### config.mk
export PLATFORM = sky130hd
export DESIGN_NAME = physicaloid_scif_stream_bridge
export DESIGN_NICKNAME = d
export VERILOG_FILES = /design/src/rtl/physicaloid_scif_stream_bridge.sv
export SDC_FILE = /design/constraint.sdc
export NUM_CORES = 1
export LEC_CHECK = 0
export CAP_MARGIN = 20
export CORE_UTILIZATION = 61
export CTS_CLUSTER_DIAMETER = 100
export DETAILED_ROUTE_END_ITERATION = 7
export PLACE_DENSITY = 0.86
export RECOVER_POWER = 100
export SKIP_LAST_GASP = 1
export SLEW_MARGIN = 40
export SYNTH_ARGS = -nofsm -noshare
export SYNTH_HDL_FRONTEND = slang
export SYNTH_SLANG_ARGS = --single-unit
### constraint.sdc
create_clock -name clk -period 4.3 [get_ports clk]
set_input_delay 1.075 -clock clk [delete_from_list [all_inputs] [get_ports clk]]
set_output_delay 1.075 -clock clk [all_outputs]
set_load 0.01 [all_outputs]
### src/rtl/physicaloid_scif_stream_bridge.sv
// physicaloid_scif_stream_bridge
//   Single-clock bridge between Avalon-ST byte streams and the Physicaloid
//   serial interface (SCIF). The host-driven scif_sclk is oversampled in the
//   clk domain, and all serial activity happens on its synchronised edges.
// Ports
//   clk, reset        : system clock, synchronous active-high reset
//   out_*             : Avalon-ST source fed by the SCIF->Avalon FIFO (infifo)
//   in_*              : Avalon-ST sink feeding the Avalon->SCIF FIFO (outfifo)
//   scif_sclk/txd     : host serial clock and host->FPGA data
//   scif_txr_n        : FPGA ready to receive (active low), updated on sclk fall
//   scif_rxd          : FPGA->host data, updated on sclk fall
//   scif_rxr_n        : host ready to receive (active low)
//   stat_framing_err  : 1-clk pulse, bad stop bit, byte dropped
//   stat_overrun      : 1-clk pulse, good byte dropped because infifo is full
//   in_level          : infifo occupancy
module physicaloid_scif_stream_bridge #(
  parameter int DATA_BITS      = 8,
  parameter int IN_DEPTH_LOG2  = 4,
  parameter int OUT_DEPTH_LOG2 = 4,
  parameter int TXR_MARGIN     = 2
) (
  input  logic                     clk,
  input  logic                     reset,
  input  logic                     out_ready,
  output logic                     out_valid,
  output logic [DATA_BITS-1:0]     out_data,
  output logic                     in_ready,
  input  logic                     in_valid,
  input  logic [DATA_BITS-1:0]     in_data,
  input  logic                     scif_sclk,
  input  logic                     scif_txd,
  output logic                     scif_txr_n,
  output logic                     scif_rxd,
  input  logic                     scif_rxr_n,
  output logic                     stat_framing_err,
  output logic                     stat_overrun,
  output logic [IN_DEPTH_LOG2:0]   in_level
);

  localparam int IN_DEPTH  = 2 ** IN_DEPTH_LOG2;
  localparam int OUT_DEPTH = 2 ** OUT_DEPTH_LOG2;
  localparam int CNT_W     = $clog2(DATA_BITS + 1);
  localparam logic [IN_DEPTH_LOG2:0]  IN_DEPTH_C  = (IN_DEPTH_LOG2 + 1)'(IN_DEPTH);
  localparam logic [IN_DEPTH_LOG2:0]  MARGIN_C    = (IN_DEPTH_LOG2 + 1)'(TXR_MARGIN);
  localparam logic [OUT_DEPTH_LOG2:0] OUT_DEPTH_C = (OUT_DEPTH_LOG2 + 1)'(OUT_DEPTH);
  localparam logic [CNT_W-1:0]        LAST_BIT_C  = CNT_W'(DATA_BITS - 1);

  typedef enum logic [1:0] {RX_IDLE = 2'd0, RX_DATA = 2'd1, RX_STOP = 2'd2} rx_state_t;
  typedef enum logic [1:0] {TX_IDLE = 2'd0, TX_DATA = 2'd1, TX_STOP = 2'd2} tx_state_t;

  // ---------------- synchronisers and edge detection ----------------
  logic [1:0] sclk_sync_r, txd_sync_r, rxr_sync_r;
  logic       sclk_dly_r;
  logic       sclk_rise_s, sclk_fall_s, txd_s, rxr_s;

  // Two-flop synchronisers plus one delay stage for sclk edge detection
  always_ff @(posedge clk) begin
    if (reset) begin
      sclk_sync_r <= 2'b11;
      txd_sync_r  <= 2'b11;
      rxr_sync_r  <= 2'b11;
      sclk_dly_r  <= 1'b1;
    end else begin
      sclk_sync_r <= {sclk_sync_r[0], scif_sclk};
      txd_sync_r  <= {txd_sync_r[0], scif_txd};
      rxr_sync_r  <= {rxr_sync_r[0], scif_rxr_n};
      sclk_dly_r  <= sclk_sync_r[1];
    end
  end

  assign sclk_rise_s = sclk_sync_r[1] & ~sclk_dly_r;
  assign sclk_fall_s = ~sclk_sync_r[1] & sclk_dly_r;
  assign txd_s       = txd_sync_r[1];
  assign rxr_s       = rxr_sync_r[1];

  // ---------------- infifo (SCIF -> Avalon) ----------------
  logic [DATA_BITS-1:0]     in_mem_r [IN_DEPTH];
  logic [IN_DEPTH_LOG2-1:0] in_wr_ptr_r, in_rd_ptr_r;
  logic [IN_DEPTH_LOG2:0]   in_count_r;
  logic                     in_full_s, in_pop_s;

  // ---------------- deserialiser ----------------
  rx_state_t            rx_state_r, rx_state_nxt_s;
  logic [CNT_W-1:0]     rx_cnt_r;
  logic [DATA_BITS-1:0] rx_shreg_r;
  logic [DATA_BITS:0]   rx_cat_s;
  logic                 rx_clr_s, rx_shift_s, rx_push_s, rx_ovr_s, rx_ferr_s;
  logic                 ferr_r, ovr_r, txr_n_r;

  assign rx_cat_s = {txd_s, rx_shreg_r};

  // Deserialiser state register
  always_ff @(posedge clk) begin
    if (reset) begin
      rx_state_r <= RX_IDLE;
    end else begin
      rx_state_r <= rx_state_nxt_s;
    end
  end

  // Deserialiser next state; every STOP outcome is exactly one of push/overrun/framing
  always_comb begin
    rx_state_nxt_s = rx_state_r;
    rx_clr_s       = 1'b0;
    rx_shift_s     = 1'b0;
    rx_push_s      = 1'b0;
    rx_ovr_s       = 1'b0;
    rx_ferr_s      = 1'b0;
    if (sclk_rise_s) begin
      case (rx_state_r)
        RX_IDLE: begin
          if (!txd_s) begin
            rx_state_nxt_s = RX_DATA;
            rx_clr_s       = 1'b1;
          end else begin
            rx_state_nxt_s = RX_IDLE;
          end
        end
        RX_DATA: begin
          rx_shift_s = 1'b1;
          if (rx_cnt_r == LAST_BIT_C) begin
            rx_state_nxt_s = RX_STOP;
          end else begin
            rx_state_nxt_s = RX_DATA;
          end
        end
        RX_STOP: begin
          rx_state_nxt_s = RX_IDLE;
          if (!txd_s) begin
            rx_ferr_s = 1'b1;
          end else if (in_full_s) begin
            rx_ovr_s = 1'b1;
          end else begin
            rx_push_s = 1'b1;
          end
        end
        default: rx_state_nxt_s = RX_IDLE;
      endcase
    end else begin
      rx_state_nxt_s = rx_state_r;
    end
  end

  // Deserialiser shift register (LSB arrives first) and bit counter
  always_ff @(posedge clk) begin
    if (reset) begin
      rx_cnt_r   <= '0;
      rx_shreg_r <= '0;
    end else if (rx_clr_s) begin
      rx_cnt_r <= '0;
    end else if (rx_shift_s) begin
      rx_shreg_r <= rx_cat_s[DATA_BITS:1];
      rx_cnt_r   <= rx_cnt_r + CNT_W'(1);
    end
  end

  // Status pulses, one clk wide
  always_ff @(posedge clk) begin
    if (reset) begin
      ferr_r <= 1'b0;
      ovr_r  <= 1'b0;
    end else begin
      ferr_r <= rx_ferr_s;
      ovr_r  <= rx_ovr_s;
    end
  end

  assign in_full_s = (in_count_r == IN_DEPTH_C);
  assign out_valid = (in_count_r != '0);
  assign in_pop_s  = out_valid & out_ready;

  // infifo storage; emptied logically by pointer reset
  always_ff @(posedge clk) begin
    if (rx_push_s) begin
      in_mem_r[in_wr_ptr_r] <= rx_shreg_r;
    end
  end

  // infifo pointers and occupancy
  always_ff @(posedge clk) begin
    if (reset) begin
      in_wr_ptr_r <= '0;
      in_rd_ptr_r <= '0;
      in_count_r  <= '0;
    end else begin
      if (rx_push_s) in_wr_ptr_r <= in_wr_ptr_r + IN_DEPTH_LOG2'(1);
      if (in_pop_s)  in_rd_ptr_r <= in_rd_ptr_r + IN_DEPTH_LOG2'(1);
      if (rx_push_s && !in_pop_s) begin
        in_count_r <= in_count_r + (IN_DEPTH_LOG2 + 1)'(1);
      end else if (in_pop_s && !rx_push_s) begin
        in_count_r <= in_count_r - (IN_DEPTH_LOG2 + 1)'(1);
      end
    end
  end

  // TXR is ready while free entries exceed the margin; changes only on sclk fall
  always_ff @(posedge clk) begin
    if (reset) begin
      txr_n_r <= 1'b1;
    end else if (sclk_fall_s) begin
      txr_n_r <= ~((IN_DEPTH_C - in_count_r) > MARGIN_C);
    end
  end

  // ---------------- outfifo (Avalon -> SCIF) ----------------
  logic [DATA_BITS-1:0]      out_mem_r [OUT_DEPTH];
  logic [OUT_DEPTH_LOG2-1:0] out_wr_ptr_r, out_rd_ptr_r;
  logic [OUT_DEPTH_LOG2:0]   out_count_r, out_count_nxt_s;
  logic                      out_push_s, out_pop_s, in_ready_r;

  assign out_push_s = in_valid & in_ready_r;

  // Next outfifo occupancy, used so in_ready is registered yet exact
  always_comb begin
    out_count_nxt_s = out_count_r;
    if (out_push_s && !out_pop_s) begin
      out_count_nxt_s = out_count_r + (OUT_DEPTH_LOG2 + 1)'(1);
    end else if (out_pop_s && !out_push_s) begin
      out_count_nxt_s = out_count_r - (OUT_DEPTH_LOG2 + 1)'(1);
    end else begin
      out_count_nxt_s = out_count_r;
    end
  end

  // outfifo storage
  always_ff @(posedge clk) begin
    if (out_push_s) begin
      out_mem_r[out_wr_ptr_r] <= in_data;
    end
  end

  // outfifo pointers, occupancy and sink ready
  always_ff @(posedge clk) begin
    if (reset) begin
      out_wr_ptr_r <= '0;
      out_rd_ptr_r <= '0;
      out_count_r  <= '0;
      in_ready_r   <= 1'b0;
    end else begin
      if (out_push_s) out_wr_ptr_r <= out_wr_ptr_r + OUT_DEPTH_LOG2'(1);
      if (out_pop_s)  out_rd_ptr_r <= out_rd_ptr_r + OUT_DEPTH_LOG2'(1);
      out_count_r <= out_count_nxt_s;
      in_ready_r  <= (out_count_nxt_s != OUT_DEPTH_C);
    end
  end

  // ---------------- serialiser ----------------
  tx_state_t            tx_state_r, tx_state_nxt_s;
  logic [CNT_W-1:0]     tx_cnt_r;
  logic [DATA_BITS-1:0] tx_shreg_r;
  logic                 tx_shift_s, tx_stop_s, rxd_r;

  // Serialiser state register
  always_ff @(posedge clk) begin
    if (reset) begin
      tx_state_r <= TX_IDLE;
    end else begin
      tx_state_r <= tx_state_nxt_s;
    end
  end

  // Serialiser next state; host readiness is only consulted between frames
  always_comb begin
    tx_state_nxt_s = tx_state_r;
    out_pop_s      = 1'b0;
    tx_shift_s     = 1'b0;
    tx_stop_s      = 1'b0;
    if (sclk_fall_s) begin
      case (tx_state_r)
        TX_IDLE: begin
          if ((out_count_r != '0) && !rxr_s) begin
            tx_state_nxt_s = TX_DATA;
            out_pop_s      = 1'b1;
          end else begin
            tx_state_nxt_s = TX_IDLE;
          end
        end
        TX_DATA: begin
          tx_shift_s = 1'b1;
          if (tx_cnt_r == LAST_BIT_C) begin
            tx_state_nxt_s = TX_STOP;
          end else begin
            tx_state_nxt_s = TX_DATA;
          end
        end
        TX_STOP: begin
          tx_stop_s      = 1'b1;
          tx_state_nxt_s = TX_IDLE;
        end
        default: tx_state_nxt_s = TX_IDLE;
      endcase
    end else begin
      tx_state_nxt_s = tx_state_r;
    end
  end

  // Serialiser datapath: start bit on pop, then LSB-first data, then stop bit
  always_ff @(posedge clk) begin
    if (reset) begin
      rxd_r      <= 1'b1;
      tx_cnt_r   <= '0;
      tx_shreg_r <= '0;
    end else if (out_pop_s) begin
      rxd_r      <= 1'b0;
      tx_cnt_r   <= '0;
      tx_shreg_r <= out_mem_r[out_rd_ptr_r];
    end else if (tx_shift_s) begin
      rxd_r      <= tx_shreg_r[0];
      tx_shreg_r <= tx_shreg_r >> 1;
      tx_cnt_r   <= tx_cnt_r + CNT_W'(1);
    end else if (tx_stop_s) begin
      rxd_r <= 1'b1;
    end
  end

  assign out_data         = in_mem_r[in_rd_ptr_r];
  assign in_ready         = in_ready_r;
  assign scif_txr_n       = txr_n_r;
  assign scif_rxd         = rxd_r;
  assign stat_framing_err = ferr_r;
  assign stat_overrun     = ovr_r;
  assign in_level         = in_count_r;

endmodule

==> flow_summary.yaml, run 1 <==
placement:
  gp_congestion: 0.771
  place.port_buffers: 33
  placed_cells: 1052
  dpl_worst_slack_ns: 0.731
  placed_cell_area_sq_mm: 0.0138
  post-dp-hpwl_um: 15800
grt:
  grt_pass1_wl_um: 40400
  grt_max_degree: 65
  grt_overflow_total: 0
  grt_pass1_vias: 7237
  grt_use_total_pct: 24.4
  grt_antenna_before_repair: 0
worst_setup_path:
  path_cells: "buf_12 -> mux4_2 -> mux4_2 -> dlygate4sd3_1"
  cp_top_family: "multiplexers"
  crit_buf_inv: 2
  start_kind: "flip-flop"
  criticalPathCategory: "reg -> out"
  arrival_ns: 2.86
  end_kind: "output port"
  slowest_delay_ns: 0.61
  path_max_fanout: 32
  path_common_cell: "mux4_2"
  cpMaxStageDelayCell: "dlygate4sd3_1"
  critPathRequiredTime_ns: 3.22
timing:
  hold_violations: 0
  setup-violations-final: 0
  timing.hold.ws_ns: 0.415
  setup_tns_ns: 0
  slew_violations: 65
  worstMarginPinSlew_ns: 2.64
  clock_skew_ns: 0.0122
  fmax_mhz: 254
  slew_headroom_pct: -76.2
  min_period_ns: 3.94
  rsz0062_at_grt: "no"
  fin_crit_sh_pct: 91.6
  setup_ws_ns: 0.363
power_and_ir_drop:
  power.leakage_nw: 4.78
  ir_drop_mv: 0.392
  power.density_mw_per_mm2: 500
yosys:
  ys_async_sr_fraction_pct: 0
  synth_edf_count: 256
  ys_warn_count: 0
  yosysMostFrequentCell: "edfxtp_1"
  ys_seq_area_share_pct: 69.8
  synth-seq-cells: 330
  netlist_area_sq_mm: 0.0131
  yosys.area.top_type: "edfxtp_1"
  synthFlopType: "edfxtp_1"
  synth_top_area_share_pct: 58.5
  postSynthAreaPerCell_sq_um: 17.1
  synth_cells: 769
  synth_common_cells: "edfxtp_1, dfxtp_1, nor2_1"
  mappedNetlistNets: 808
  synthTopCellsByArea: "edfxtp_1, dfxtp_1, mux4_2"
  synth_cell_types: 45
floorplanning:
  die_x_um: 149
  io_pins: 34
  die_area_sq_mm: 0.0221
  die_h_um: 149
  rows: 53
  coreArea_sq_mm: 0.0211
  initial_core_util_pct: 62.3
final_layout:
  fin_area_sq_mm: 0.0148
  nets: 849
  antenna_cells: 0
  finalNonFillerCells: 1109
  drive_gt1_share_pct: 15.3
  area_growth_pct: 12.7
clock_tree:
  ctsHoldBuffers: 0
  worstSkewPairLatency_ns: 0.55
  clk_pin_slew_ns: 0.06
  cts_tree: "yes"
  clockRootBuffer: "clkbuf_16"
  numCtsBuffers: 31
  clock_path_buffers: 3
  cts-htree-levels: 1
  clock_sinks: 330
  postCtsResizedCells: 0
  post_cts_buffers: 0
routing:
  routed.top_layer: "met4"
  ant_nets: 0
  wl_met2_um: 13700
  drt_iter0_drc: 540
  first_pass_iters: 5
  viasPerCell: 6.26
  post-route-drc-count: 0
  vias: 6945
  wl_per_cell_um: 23.2
  wl_met1_um: 9830
  wl_met3_um: 1230
  detail_route.wirelength_um: 25800
run:
  cap_viol_max_count: 1
min_path:
  hold_class: "reg -> reg"
outcome:
  outcome: "finished with violations"
  violations: "max-capacitance violations, max-slew violations"
-- per-stage QoR --
| stage | power (mW) | utilization, % |
|---|---|---|
| 5_1_grt | 7.64 | 70.3 |
| 2_1_floorplan | 4.30 | - |
| 6_report | 7.41 | 70.3 |
| 4_1_cts | 7.47 | 70.4 |
| 3_3_place_gp | 4.58 | 65.2 |
| 3_5_place_dp | 4.63 | 65.2 |
-- layout make-up --
cell class | instances | area, sq um
clock buffers | 44 | 917
clock inverters | 13 | 176
fillers | 1245 | 6270
inverters | 13 | 48.8
multi-input cells | 387 | 3750
flip-flops and latches | 330 | 9170
well taps | 275 | 344
repair buffers | 47 | 412
-- logic make-up (layout without fill, tap and decap cells) --
group           Yosys count  in the layout  synth area share, %
compound gates           55             55                 2.71
xor+xnor                 25             25                 1.67
fa+ha+maj                24             24                 2.34
buf+inv                  52            117                 1.80
flops                   330            330                 69.8
mux                      89             89                 14.9
simple gates            194            194                 6.81
-- report_power, final --
part	internal [mW]	switching, mW
sequential	3.47	0.0694
combinational	0.533	0.471
clock	1.73	1.15
-- path summary, 6_finish.rpt --
| check | start | end | slack, ns | cells after the start |
|---|---|---|---|---|
| max reg2reg | in_level[0]$_SDFFE_PP0P_ | in_level[4]$_SDFFE_PP0P_ | 0.75 | 13 |
| max | flip-flop | out_data[2] | 0.36 | 4 |
| min | rxr_sync_r[0]$_SDFF_PP1_ | rxr_sync_r[1]$_SDFF_PP1_ | 0.42 | 1 |
| min reg2reg | rxr_sync_r[0]$_SDFF_PP1_ | rxr_sync_r[1]$_SDFF_PP1_ | 0.42 | 1 |
-- registers in the layout (all words and copies together) (netlist names), 4 cells and up, named ones only --
register / count
out_wr_ptr_r: 4
in_rd_ptr_r: 4
in_wr_ptr_r: 4
rx_cnt_r: 4
tx_cnt_r: 4
tx_shreg_r: 8
out_count_r: 5
rx_shreg_r: 8
in_mem_r: 128
out_mem_r: 128
in_level: 5
out_rd_ptr_r: 4
-- metal layers --
metal / track usage, % / up-vias
met2: 43.7 / 260
li1: - / 3066
met3: 3.46 / 72
met4: 10.2 / 0
met1: 29.8 / 3547
met5: 0 / -
-- placed cells by master (no fill, tap or decap), types with 13 or more instances in the layout --
cell,count
ha_1,23
nor2_1,68
clkbuf_16,33
edfxtp_1,256
clkbuf_1,15
nor3_1,18
inv_1,13
mux4_2,54
mux4_1,24
nand2_1,59
a21oi_1,23
dlygate4sd3_1,27
xor2_1,14
dfxtp_1,72
No activity file was read; power rests on OpenSTA's default activity.
==> inputs of run 2 (changes only) <==
Settings changed: GPL_TIMING_DRIVEN set to 0.
==> flow_summary.yaml, run 2 (same netlist as run 1, synthesis figures left out) <==
outcome:
  outcome: "finished with violations"
  violations: "max-capacitance violations, max-slew violations"
grt:
  grt_antenna_before_repair: 0
  grt_pass1_wl_um: 40400
  grt_pass1_vias: 7178
  grt_max_degree: 19
  grt_overflow_total: 0
  grt_use_total_pct: 24.7
routing:
  drt_iter0_drc: 506
  vias: 6961
  detail_route.wirelength_um: 26200
  ant_nets: 0
  first_pass_iters: 7
  wl_per_cell_um: 23.1
  post-route-drc-count: 0
  viasPerCell: 6.14
final_layout:
  drive_gt1_share_pct: 14.7
  mostFrequentLayoutCell: "edfxtp_1"
  antenna_cells: 0
  largest_registers: "in_mem_r x128, out_mem_r x128"
  multi_input_area_sq_mm: 0.00374
  final_cell_mix: "edfxtp_1, dfxtp_1, nor2_1"
  nets: 874
  regArea_sq_mm: 0.00917
  area_growth_pct: 13.3
  n_fill_cell: 1272
worst_setup_path:
  path_max_fanout: 10
  start_kind: "flip-flop"
  criticalPathCategory: "reg -> out"
  end_kind: "output port"
  critPathRequiredTime_ns: 3.22
  arrival_ns: 3.07
floorplanning:
  coreArea_sq_mm: 0.0211
  die_h_um: 149
  die_area_sq_mm: 0.0221
  rows: 53
  initial_core_util_pct: 62.3
  die_x_um: 149
  io_pins: 34
timing:
  fin_crit_sh_pct: 96.3
  worstMarginPinSlew_ns: 1.71
  fmax_mhz: 241
  rsz0062_at_grt: "no"
  setup_ws_ns: 0.157
  min_period_ns: 4.14
  slew_violations: 18
  setup-violations-final: 0
  setup_tns_ns: 0
  clock_skew_ns: 0.0147
  slew_headroom_pct: -14.8
  hold_violations: 0
run:
  cap_viol_max_count: 3
placement:
  post-dp-hpwl_um: 16600
  gp_congestion: 0.779
  dpl_worst_slack_ns: 0.639
  place.port_buffers: 32
power_and_ir_drop:
  power.density_mw_per_mm2: 500
  power.leakage_nw: 4.81
  ir_drop_mv: 0.357
clock_tree:
  cts_tree: "yes"
  clock_path_buffers: 3
  cts-htree-levels: 1
  clk_pin_slew_ns: 0.06
  post_cts_buffers: 0
  worstSkewPairLatency_ns: 0.54
  clockRootBuffer: "clkbuf_16"
  numCtsBuffers: 31
  clock_sinks: 330
  postCtsResizedCells: 0
  ctsHoldBuffers: 0
min_path:
  hold_class: "reg -> reg"
## run 2: cell count changes in the layout (fill, tap and decap cells not counted), moves of 3 or more
cell / change
buf_1: +4
buf_2: +7
buf_4: -5
buf_6: +3
clkbuf_1: +17
clkbuf_2: +3
clkdlybuf4s50_1: +7
clkinv_1: +3
clkinv_2: -3
dlygate4sd3_1: -7
## run 2: worst paths after layout
path | slack (ns) | cells past startpoint | endpoint | startpoint
hold / removal | 0.41 | 1 | txd_sync_r[1]$_SDFF_PP1_ | txd_sync_r[0]$_SDFF_PP1_
hold reg to reg | 0.41 | 1 | txd_sync_r[1]$_SDFF_PP1_ | txd_sync_r[0]$_SDFF_PP1_
setup reg to reg | 0.57 | 7 | in_mem_r[0][2]$_DFFE_PP_ | in_level[0]$_SDFFE_PP0P_
setup / recovery | 0.16 | 5 | out_data[7] | flip-flop
## run 2: critical path, stage by stage (launching register included)
cell             delay, ns
dfxtp_1               0.32
clkbuf_2              0.19
clkbuf_2              0.40
mux4_2                0.59
mux4_2                0.53
clkdlybuf4s50_1       0.50
## run 2: cell type report
type,count,area share (%)
Sequential cell,330,61.5
Multi-Input combinational cell,387,25.1
Clock buffer,44,5.88
Tap cell,275,2.31
Timing Repair Buffer,33,2.18
Clock inverter,13,1.44
Buffer,39,1.22
Inverter,13,0.328
## run 2: power by group
| group | switching, mW | total, mW | internal, mW |
|---|---|---|---|
| clock | 1.12 | 2.89 | 1.77 |
| sequential | 0.0662 | 3.53 | 3.47 |
| combinational | 0.497 | 1.03 | 0.535 |
| total | 1.68 | 7.45 | 5.77 |
## run 2: metrics by stage
step	cell area (sq um)	power (mW)	std cells	util, %	hold WS [ns]
finish	14900	7.45	1134	70.6	0.411
global route	14900	7.70	1134	70.6	0.435
global placement	13800	4.60	1076	65.5	0.394
floorplan	13100	4.30	769	-	0.389
CTS	14900	7.51	1134	70.9	0.416
detailed placement	13900	4.64	1077	65.7	0.402
## run 2: layer usage
layer / GRT usage (%) / up-vias / wire length [um]
met5: 0 / - / 0
met4: 6.99 / 0 / 558
met3: 3.36 / 39 / 1230
met2: 46.1 / 227 / 14200
met1: 30.1 / 3579 / 10200
li1: - / 3116 / -
==> inputs of run 3 (changes only) <==
Settings changed: ABC_CLOCK_PERIOD_IN_PS set to 4300.
==> results of run 3 <==
The final DEF is identical to that of run 2; final timing and power are the same.
